File: src/rtl/wt_mem_req_arbiter.sv
// Three-way memory request arbiter (icache fill, dcache load miss, write-buffer store) with
// TID allocation, response routing and store throttling. Optional macro: CVA6_MEMARB_WBUF_URGENT_EN.
module wt_mem_req_arbiter #(
   parameter int unsigned MEM_TID_WIDTH          = 2,
   parameter int unsigned MAX_OUTSTANDING_STORES = 7,
   parameter int unsigned ADDR_WIDTH             = 64,
   parameter int unsigned DATA_WIDTH             = 64
) (
   input  logic                                          clk_i,
   input  logic                                          rst_ni,
   input  logic [2:0]                                    req_valid_i,
   output logic [2:0]                                    req_ready_o,
   input  logic [3*ADDR_WIDTH-1:0]                       req_addr_i,
   input  logic [DATA_WIDTH-1:0]                         req_wdata_i,
   input  logic                                          wbuf_full_i,
   output logic                                          mem_req_valid_o,
   input  logic                                          mem_req_ready_i,
   output logic [ADDR_WIDTH-1:0]                         mem_req_addr_o,
   output logic [DATA_WIDTH-1:0]                         mem_req_wdata_o,
   output logic                                          mem_req_we_o,
   output logic [MEM_TID_WIDTH-1:0]                      mem_req_tid_o,
   input  logic                                          mem_rsp_valid_i,
   input  logic [MEM_TID_WIDTH-1:0]                      mem_rsp_tid_i,
   output logic [2:0]                                    rsp_valid_o,
   output logic                                          rsp_err_o,
   output logic [$clog2(MAX_OUTSTANDING_STORES+1)-1:0]   st_cnt_o,
   output logic                                          idle_o
);

   localparam int unsigned NTID = 2**MEM_TID_WIDTH;
   localparam int unsigned SCW  = $clog2(MAX_OUTSTANDING_STORES+1);

   logic [NTID-1:0]          busy_q, busy_d;
   logic [1:0]               owner_q [NTID];
   logic [1:0]               rr_q, rr_d;
   logic                     mvld_q, mvld_d;
   logic [ADDR_WIDTH-1:0]    addr_q, addr_d;
   logic [DATA_WIDTH-1:0]    wdata_q, wdata_d;
   logic                     we_q, we_d;
   logic [MEM_TID_WIDTH-1:0] tid_q, tid_d;
   logic [SCW-1:0]           st_cnt_q, st_cnt_d;

   logic                     tid_avail, st_room, slot_free, capture;
   logic [MEM_TID_WIDTH-1:0] free_tid;
   logic [2:0]               elig;
   logic [1:0]               winner, cand;
   logic [2:0]               cand_w;
   logic                     win_found, urgent_win;
   logic                     rsp_busy, rsp_hit, st_inc, st_dec;
   logic [1:0]               rsp_owner;
   logic [ADDR_WIDTH-1:0]    win_addr;

   // Lowest-index free TID; only registered state counts, so a TID freed this cycle is not reused yet.
   always_comb begin
      free_tid = '0;
      for (int i = int'(NTID) - 1; i >= 0; i--) begin
         if (!busy_q[i]) free_tid = MEM_TID_WIDTH'(i);
      end
   end

   assign tid_avail = ~&busy_q;
   assign st_room   = st_cnt_q < SCW'(MAX_OUTSTANDING_STORES);
   assign elig      = req_valid_i & {st_room, 2'b11} & {3{tid_avail}};
   assign slot_free = !mvld_q || mem_req_ready_i;

   always_comb begin
      win_found  = 1'b0;
      winner     = 2'd0;
      urgent_win = 1'b0;
      cand       = 2'd0;
      cand_w     = 3'd0;
      for (int i = 0; i < 3; i++) begin
         cand_w = {1'b0, rr_q} + 3'(i);
         if (cand_w >= 3'd3) cand_w = cand_w - 3'd3;
         cand = cand_w[1:0];
         if (!win_found && elig[cand]) begin
            win_found = 1'b1;
            winner    = cand;
         end
      end
`ifdef CVA6_MEMARB_WBUF_URGENT_EN
      // A full write buffer jumps the queue without disturbing the round-robin order.
      if (wbuf_full_i && elig[2]) begin
         win_found  = 1'b1;
         winner     = 2'd2;
         urgent_win = 1'b1;
      end
`endif
   end

`ifndef CVA6_MEMARB_WBUF_URGENT_EN
   logic unused_wbuf;
   assign unused_wbuf = wbuf_full_i;
`endif

   always_comb begin
      case (winner)
         2'd1:    win_addr = req_addr_i[2*ADDR_WIDTH-1:ADDR_WIDTH];
         2'd2:    win_addr = req_addr_i[3*ADDR_WIDTH-1:2*ADDR_WIDTH];
         default: win_addr = req_addr_i[ADDR_WIDTH-1:0];
      endcase
   end

   // Combinational outputs are gated by reset so they drop without a clock edge.
   assign capture     = rst_ni && slot_free && win_found;
   assign req_ready_o = capture ? (3'b001 << winner) : 3'b000;

   assign rsp_busy    = busy_q[mem_rsp_tid_i];
   assign rsp_owner   = owner_q[mem_rsp_tid_i];
   assign rsp_hit     = rst_ni && mem_rsp_valid_i && rsp_busy;
   assign rsp_err_o   = rst_ni && mem_rsp_valid_i && !rsp_busy;
   assign rsp_valid_o = rsp_hit ? (3'b001 << rsp_owner) : 3'b000;

   assign st_inc = capture && (winner == 2'd2);
   assign st_dec = rsp_hit && (rsp_owner == 2'd2);

   always_comb begin
      busy_d   = busy_q;
      rr_d     = rr_q;
      mvld_d   = mvld_q;
      addr_d   = addr_q;
      wdata_d  = wdata_q;
      we_d     = we_q;
      tid_d    = tid_q;
      st_cnt_d = st_cnt_q;
      if (rsp_hit) busy_d[mem_rsp_tid_i] = 1'b0;
      if (capture) begin
         busy_d[free_tid] = 1'b1;
         mvld_d  = 1'b1;
         addr_d  = win_addr;
         wdata_d = req_wdata_i;
         we_d    = (winner == 2'd2);
         tid_d   = free_tid;
         if (!urgent_win) rr_d = (winner == 2'd2) ? 2'd0 : winner + 2'd1;
      end else if (mem_req_ready_i) begin
         mvld_d = 1'b0;
      end
      if (st_inc && !st_dec)      st_cnt_d = st_cnt_q + SCW'(1);
      else if (st_dec && !st_inc) st_cnt_d = st_cnt_q - SCW'(1);
   end

   always_ff @(posedge clk_i or negedge rst_ni) begin
      if (!rst_ni) begin
         busy_q   <= '0;
         rr_q     <= 2'd0;
         mvld_q   <= 1'b0;
         addr_q   <= '0;
         wdata_q  <= '0;
         we_q     <= 1'b0;
         tid_q    <= '0;
         st_cnt_q <= '0;
      end else begin
         busy_q   <= busy_d;
         rr_q     <= rr_d;
         mvld_q   <= mvld_d;
         addr_q   <= addr_d;
         wdata_q  <= wdata_d;
         we_q     <= we_d;
         tid_q    <= tid_d;
         st_cnt_q <= st_cnt_d;
      end
   end

   // Owner entries are only read for allocated TIDs, so they need no reset.
   always_ff @(posedge clk_i) begin
      if (capture) owner_q[free_tid] <= winner;
   end

   assign mem_req_valid_o = mvld_q;
   assign mem_req_addr_o  = addr_q;
   assign mem_req_wdata_o = wdata_q;
   assign mem_req_we_o    = we_q;
   assign mem_req_tid_o   = tid_q;
   assign st_cnt_o        = st_cnt_q;
   assign idle_o          = ~|busy_q && !mvld_q;

endmodule

File: config.mk
export PLATFORM = sky130hd
export DESIGN_NAME = wt_mem_req_arbiter
export DESIGN_NICKNAME = d
export VERILOG_FILES = /design/src/rtl/wt_mem_req_arbiter.sv
export SDC_FILE = /design/constraint.sdc
export NUM_CORES = 1
export LEC_CHECK = 0
export CORE_AREA = 2 2 160 162
export CTS_CLUSTER_SIZE = 28
export DETAILED_ROUTE_END_ITERATION = 8
export DIE_AREA = 0 0 162 164
export PLACE_DENSITY = 0.68
export SLEW_MARGIN = 10
export SYNTH_ARGS = -nofsm -noshare
export SYNTH_HDL_FRONTEND = slang
export SYNTH_SLANG_ARGS = --single-unit
File: constraint.sdc
create_clock -name clk_i -period 3.5 [get_ports clk_i]
set_input_delay 0.525 -clock clk_i [delete_from_list [all_inputs] [get_ports clk_i]]
set_output_delay 0.525 -clock clk_i [all_outputs]
set_load 0.05 [all_outputs]
# Word-level counts from Yosys, hierarchy flattened
# Memory sizes are Yosys's and may differ from the RTL's.
# Index checks and enable logic that the tools add are counted.
# W data, S select, Z words.
[op_classes]
n_div = 0
order_cmp = 11
add_sub_neg = 8
mux = 37
multipliers = 0
n_reduce_logical = 27
n_bitwise = 5
n_shift = 2
eq_ne = 3
[ops]
columns = ["op", "n"]
rows = [
  ["$pmux W64 S2", 1],
  ["$mux W2", 11],
  ["$lt A2 B3 Y1 const B", 5],
  ["$logic_and A1 B1 Y1", 14],
  ["$mux W1", 13],
  ["$mux W3", 4],
  ["$bmux W1 S2", 4],
  ["$logic_not A1 Y1", 8],
  ["$mux W4", 2],
  ["$and A3 B3 Y3", 2],
  ["$ge A3 B2 Y1 const B", 2],
  ["$shl A1 B2 Y3 const A", 2],
  ["$sub A2 B2 Y2 const B", 3],
  ["$and A4 B4 Y4", 1],
  ["$demux W1 S2", 2],
  ["$eq A2 B2 Y1 const B", 2],
  ["$ge A2 B1 Y1 const B", 2],
  ["$not A4 Y4", 1],
  ["$or A4 B4 Y4", 1],
  ["$reduce_and A4 Y1", 1],
  ["$reduce_bool A2 Y1", 2],
  ["$reduce_or A4 Y1", 1],
  ["$add A2 B1 Y3 const B", 1],
  ["$add A2 B2 Y3 const B", 1],
  ["other kinds (7)", 7],
]
[word_totals]
register_bits = 141
rom_bits = 0
n_memories = 1
latch_bits = 0
input_bits = 266
out_inout_bits = 143
wordCells = 102
ram_bits = 8
[mem_list]
columns = ["memory", "words", "width", "rd", "rd_clocked_by_memory_dff", "write_ports", "line_no", "source"]
rows = [
  ["owner_q", 4, 2, 1, 0, 1, "34", "logic [1:0] owner_q [NTID];"],
]

# Depth between registers and ports, before layout
# Gate-level depths: netlist of run 1.
[logic_depth]
ltp_word = 18
ltp_mapped = 17
ltp_nobuf = 14

# Least setup slack after synthesis of run 1
# OpenSTA, ideal clock, no wires.
[synth_path]
kind = "register to register"
start = "register rr_q[0]"
end = "register st_cnt_q[2] (netlist: st_cnt_o[2])"
path_buffers = 2
setup_slack_ns = -0.584
arrival_time_ns = 4.002
stages_incl_launch_ff = 17
period_less_slack_ns = 4.084
required_ns = 3.418
setup_ns = 0.082
cell_sequence = "dfrtp_1 inv_1 ha_1 nor2b_1 a221oi_1 or4_1 inv_1 ha_1 clkbuf_1 buf_1 and2_1 ha_1 inv_1 fa_1 xor2_1 nor2_1 xor2_1"
[synth_via]
elab_chain_len = 16
word_cells_on_any_way = 35
classes_between = "5 x add/sub; 3 x order compare; 1 x eq/ne; 16 x mux; 10 x reduce/logical"
[synth_rtl]
columns = ["item", "line_no", "source"]
rows = [
  ["from (decl)", "35", "logic [1:0] rr_q, rr_d;"],
  ["from (signal assigned)", "154", "rr_q <= rr_d;"],
  ["branches (longest 10 deep; another with $add A2 B1 Y3)", "-", ""],
  ["$mux W2 *", "76", "if (!win_found && elig[cand]) begin"],
  ["via winner[1]", "46", "logic [1:0] winner, cand;"],
  ["$eq A2 B2 Y1 *", "114", "assign st_inc = capture && (winner == 2'd2);"],
  ["$logic_and A1 B1 Y1 *", "114", ""],
  ["$logic_not A1 Y1", "139", "else if (st_dec && !st_inc) st_cnt_d = st_cnt_q - SCW'(1);"],
  ["$logic_and A1 B1 Y1", "139", ""],
  ["$reduce_bool A2 Y1 (no line)", "-", ""],
  ["to (signal assigned)", "160", "st_cnt_q <= st_cnt_d;"],
  ["to (decl)", "41", "logic [SCW-1:0] st_cnt_q, st_cnt_d;"],
]
# Mark *: on every way through the listed nets, which the timed path passes. The select of a mux whose other input is x is not followed.
# A chain may end at the register's enable or synchronous reset.

# Worst setup path in the final report of run 1
[layout_path]
start = "register rr_q[1]"
end = "output req_ready_o[1]"
[layout_via]
elab_chain_len = 13
word_cells_on_any_way = 30
classes_between = "5 x add/sub; 3 x order compare; 1 x shift; 16 x mux; 5 x reduce/logical"
[layout_rtl]
columns = ["item", "line_no", "source"]
rows = [
  ["branches (longest 12 deep; another with $add A2 B1 Y3)", "-", ""],
  ["$mux W3 *", "106", "assign req_ready_o = capture ? (3'b001 << winner) : 3'b000;"],
  ["to (decl)", "12", "output logic [2:0] req_ready_o,"],
]
# Every way passes the cells marked *. The select of a mux whose other input is x is not followed.

==> results of run 1 <==
## layout make-up
type	instances	area, um2	share of cell area
inverters	10	37.5	0.00307
multi-input cells	474	3140	0.257
flip-flops and latches	149	3770	0.308
diodes	2	5.00	0.000410
clock buffers	17	425	0.0348
well taps	330	413	0.0338
clock inverters	15	164	0.0134
repair buffers	422	4260	0.349
## sequential cells by signal, indices dropped and copies added, names as in the netlist
register / count
mem_req_valid_o: 1
owner_q: 8
mem_req_tid_o: 2
rr_q: 2
mem_req_wdata_o: 64
st_cnt_o: 3
mem_req_we_o: 1
busy_q: 4
mem_req_addr_o: 64
## what timing repair did
item | in CTS | in global routing
hold buffers | 1 | 0
gates resized for setup | 0 | 1
endpoints found under the setup margin | 0 | 1
hold endpoints to repair | 10 | 0
## layer usage
layer | part of all wire | track usage | vias up | wire length (um)
li1 | - | - | 3270 | -
met1 | 0.39 | 0.223 | 3293 | 10200
met2 | 0.49 | 0.327 | 344 | 13000
met3 | 0.092 | 0.0639 | 31 | 2410
met4 | 0.025 | 0.0656 | 2 | 652
met5 | 0.00050 | 0 | - | 13
## kinds of logic after synthesis
logic type,count (synthesis),synth area share
flops,149,0.528
compound gates,280,0.226
simple gates,111,0.0662
mux,70,0.118
fa+ha+maj,10,0.0186
xor+xnor,3,0.00368
buf+inv,70,0.0407
## power by group
part           total (mW)  leakage (nW)  switching [mW]  internal, mW
registers            3.07          1.77           0.464          2.61
clock network        1.83         0.283           0.823          1.01
logic                8.58          2.73            5.52          3.06
## metrics by stage
stage	hold WS (ns)	cell area (um2)	setup WS [ns]
after floorplan	0.229	7160	0.0580
after global placement	0.353	11600	0.135
after detailed placement	0.350	11600	0.0945
after CTS	0.470	12200	0.186
after global routing	0.492	12200	0.0213
final	0.479	12200	0.118
## cell usage in the layout (no fill, tap or decap), types with 4 or more instances in the layout
cell and instances:
clkdlybuf4s50_1 399, o21ai_0 199, dfrtp_1 141, nand2_1 77
a22oi_1 65, mux2_1 35, mux2_2 26, clkbuf_16 17
buf_4 13, nor2_1 10, inv_1 10, edfxtp_1 8
buf_12 7, inv_6 6, mux2_4 5, ha_1 5
nand3_1 4
## final timing paths
kind                                       end  slack [ns]  depth (start not counted)
max in group asynchronous  mem_req_wdata_o[63]        1.82                          3
hold reg to reg             mem_req_wdata_o[8]        0.48                          1
hold / removal              mem_req_addr_o[47]        0.48                          2
min in group clk_i          mem_req_wdata_o[8]        0.48                          1
setup / recovery                req_ready_o[1]        0.12                          9
setup reg to reg                   st_cnt_o[2]        0.18                         14
==> impl_metrics.env, run 1 <==
export IMPL_antenna_found_initial=3
export IMPL_start_util=0.288
export IMPL_cpMostUsedCell="buf_12"
export IMPL_drc=0
export IMPL_worstSetupPathType="reg2out"
export IMPL_critPathLaunchType="flip-flop"
export IMPL_ir_drop_uv=459
export IMPL_crit_arrival_ns=2.86
export IMPL_grt_usage=0.190
export IMPL_fin_util=0.492
export IMPL_cpPeakStageDelay_ns=0.43
export IMPL_ys_warn_count=0
export IMPL_place_congestion=0.798
export IMPL_grt_max_degree=80
export IMPL_worst_skew_pair_late_latency_ns=0.42
export IMPL_dr_total_vias=6940
export IMPL_max_freq_mhz=296
export IMPL_synth_area_um2=7140
export IMPL_placed_cells=1384
export IMPL_cts_root_buffer="clkbuf_16"
export IMPL_setup_tns_ns=0
export IMPL_instances_no_fill=1419
export IMPL_power_density_nw_per_um2=1100
export IMPL_synth_fp_nets=969
export IMPL_io_buffers=407
export IMPL_ys_ff_latch=149
export IMPL_finalSetupViolCount=0
export IMPL_yosysTopAreaCell="dfrtp_1"
export IMPL_synthCells=693
export IMPL_row_count=58
export IMPL_report_final_slew_viol_count=0
export IMPL_ctsLongestPathBuffers=2
export IMPL_tightestPinTransition_ns=0.971
export IMPL_hold_path_class="in2async"
export IMPL_power_leakage_nw=4.79
export IMPL_synth_most_common_cell="o21ai_0"
export IMPL_wl_per_cell_um=18.5
export IMPL_fin_crit_ns=3.38
export IMPL_yosysTopAreaCellShare=0.494
export IMPL_fin_nets=1350
export IMPL_grt_pass1_vias=6860
export IMPL_htreeDepth=4
export IMPL_crit_slowest_cell="dfrtp_1"
export IMPL_rsz0062_at_grt="no"
export IMPL_vias_per_cell=4.89
export IMPL_startpoint="rr_q[1]"
export IMPL_synth_edf_count=8
export IMPL_critPathMaxFanout=68
export IMPL_avgSynthCellArea_um2=10.3
export IMPL_ys_types=44
export IMPL_netlist_top_cells_area="dfrtp_1 49%, o21ai_0 14%, a22oi_1 6.8%, mux2_1 5.5%, mux2_2 4.1%"
export IMPL_die_y_um=164
export IMPL_drt_iter0_drc=384
export IMPL_cp_required_ns=2.97
export IMPL_dr_pass1_iters=4
export IMPL_async_flop_share=0.946
export IMPL_power_mw=13.5
export IMPL_drive_gt1_frac=0.0920
export IMPL_cts_buffers=17
export IMPL_finalCritPeriodShare=0.966
export IMPL_critPathTopFamily="compound AO/OA/AOI/OAI gates"
export IMPL_path_buf_inv=3
export IMPL_dieArea_um2=26600
export IMPL_cts_clk_slew_worst_paths_ns=0.07
export IMPL_skew_ns=0.0168
export IMPL_hold_viol=0
export IMPL_synth_commonest_cells="199 x o21ai_0, 141 x dfrtp_1, 77 x nand2_1"
export IMPL_slew_headroom=0.353
export IMPL_fillCellCount=2340
export IMPL_dp_hpwl_um=19600
export IMPL_crit_path_end_kind="primary output"
export IMPL_drv_cap=0
export IMPL_rr_startpoint="rr_q[1]"
export IMPL_ys_seq_area_frac=0.528
export IMPL_syn_to_final_growth_pct=71.2
export IMPL_drt_total_wl_um=26300
export IMPL_core_area_um2=24800
export IMPL_io_pin_count=409
export IMPL_clkSinkCount=149
export IMPL_die_w_um=162
export IMPL_status="completed"
export IMPL_antenna_left=0
export IMPL_synthFlopType="dfrtp_1"
export IMPL_path_cells="inv_1, ha_1, nor2b_1, o311a_1, o41ai_4, nor2_4, buf_12, and2_1, buf_12"
export IMPL_post_cts_buffers=0
export IMPL_grt_first_pass_wirelength_um=38500
export IMPL_cts_tree="done"
export IMPL_grt_overflow=0
(Power assumes the default switching activity.)
==> run 2: changes to the inputs <==
- CTS_CLUSTER_SIZE: 28 -> 10
==> results of run 2 <==
Same layout as run 1: the final DEF is identical, and so are final timing and power.
==> run 3: changes to the inputs <==
- HOLD_SLACK_MARGIN: not set -> 0.08
==> results of run 3 <==
Same layout as run 1: the final DEF is identical, and so are final timing and power.
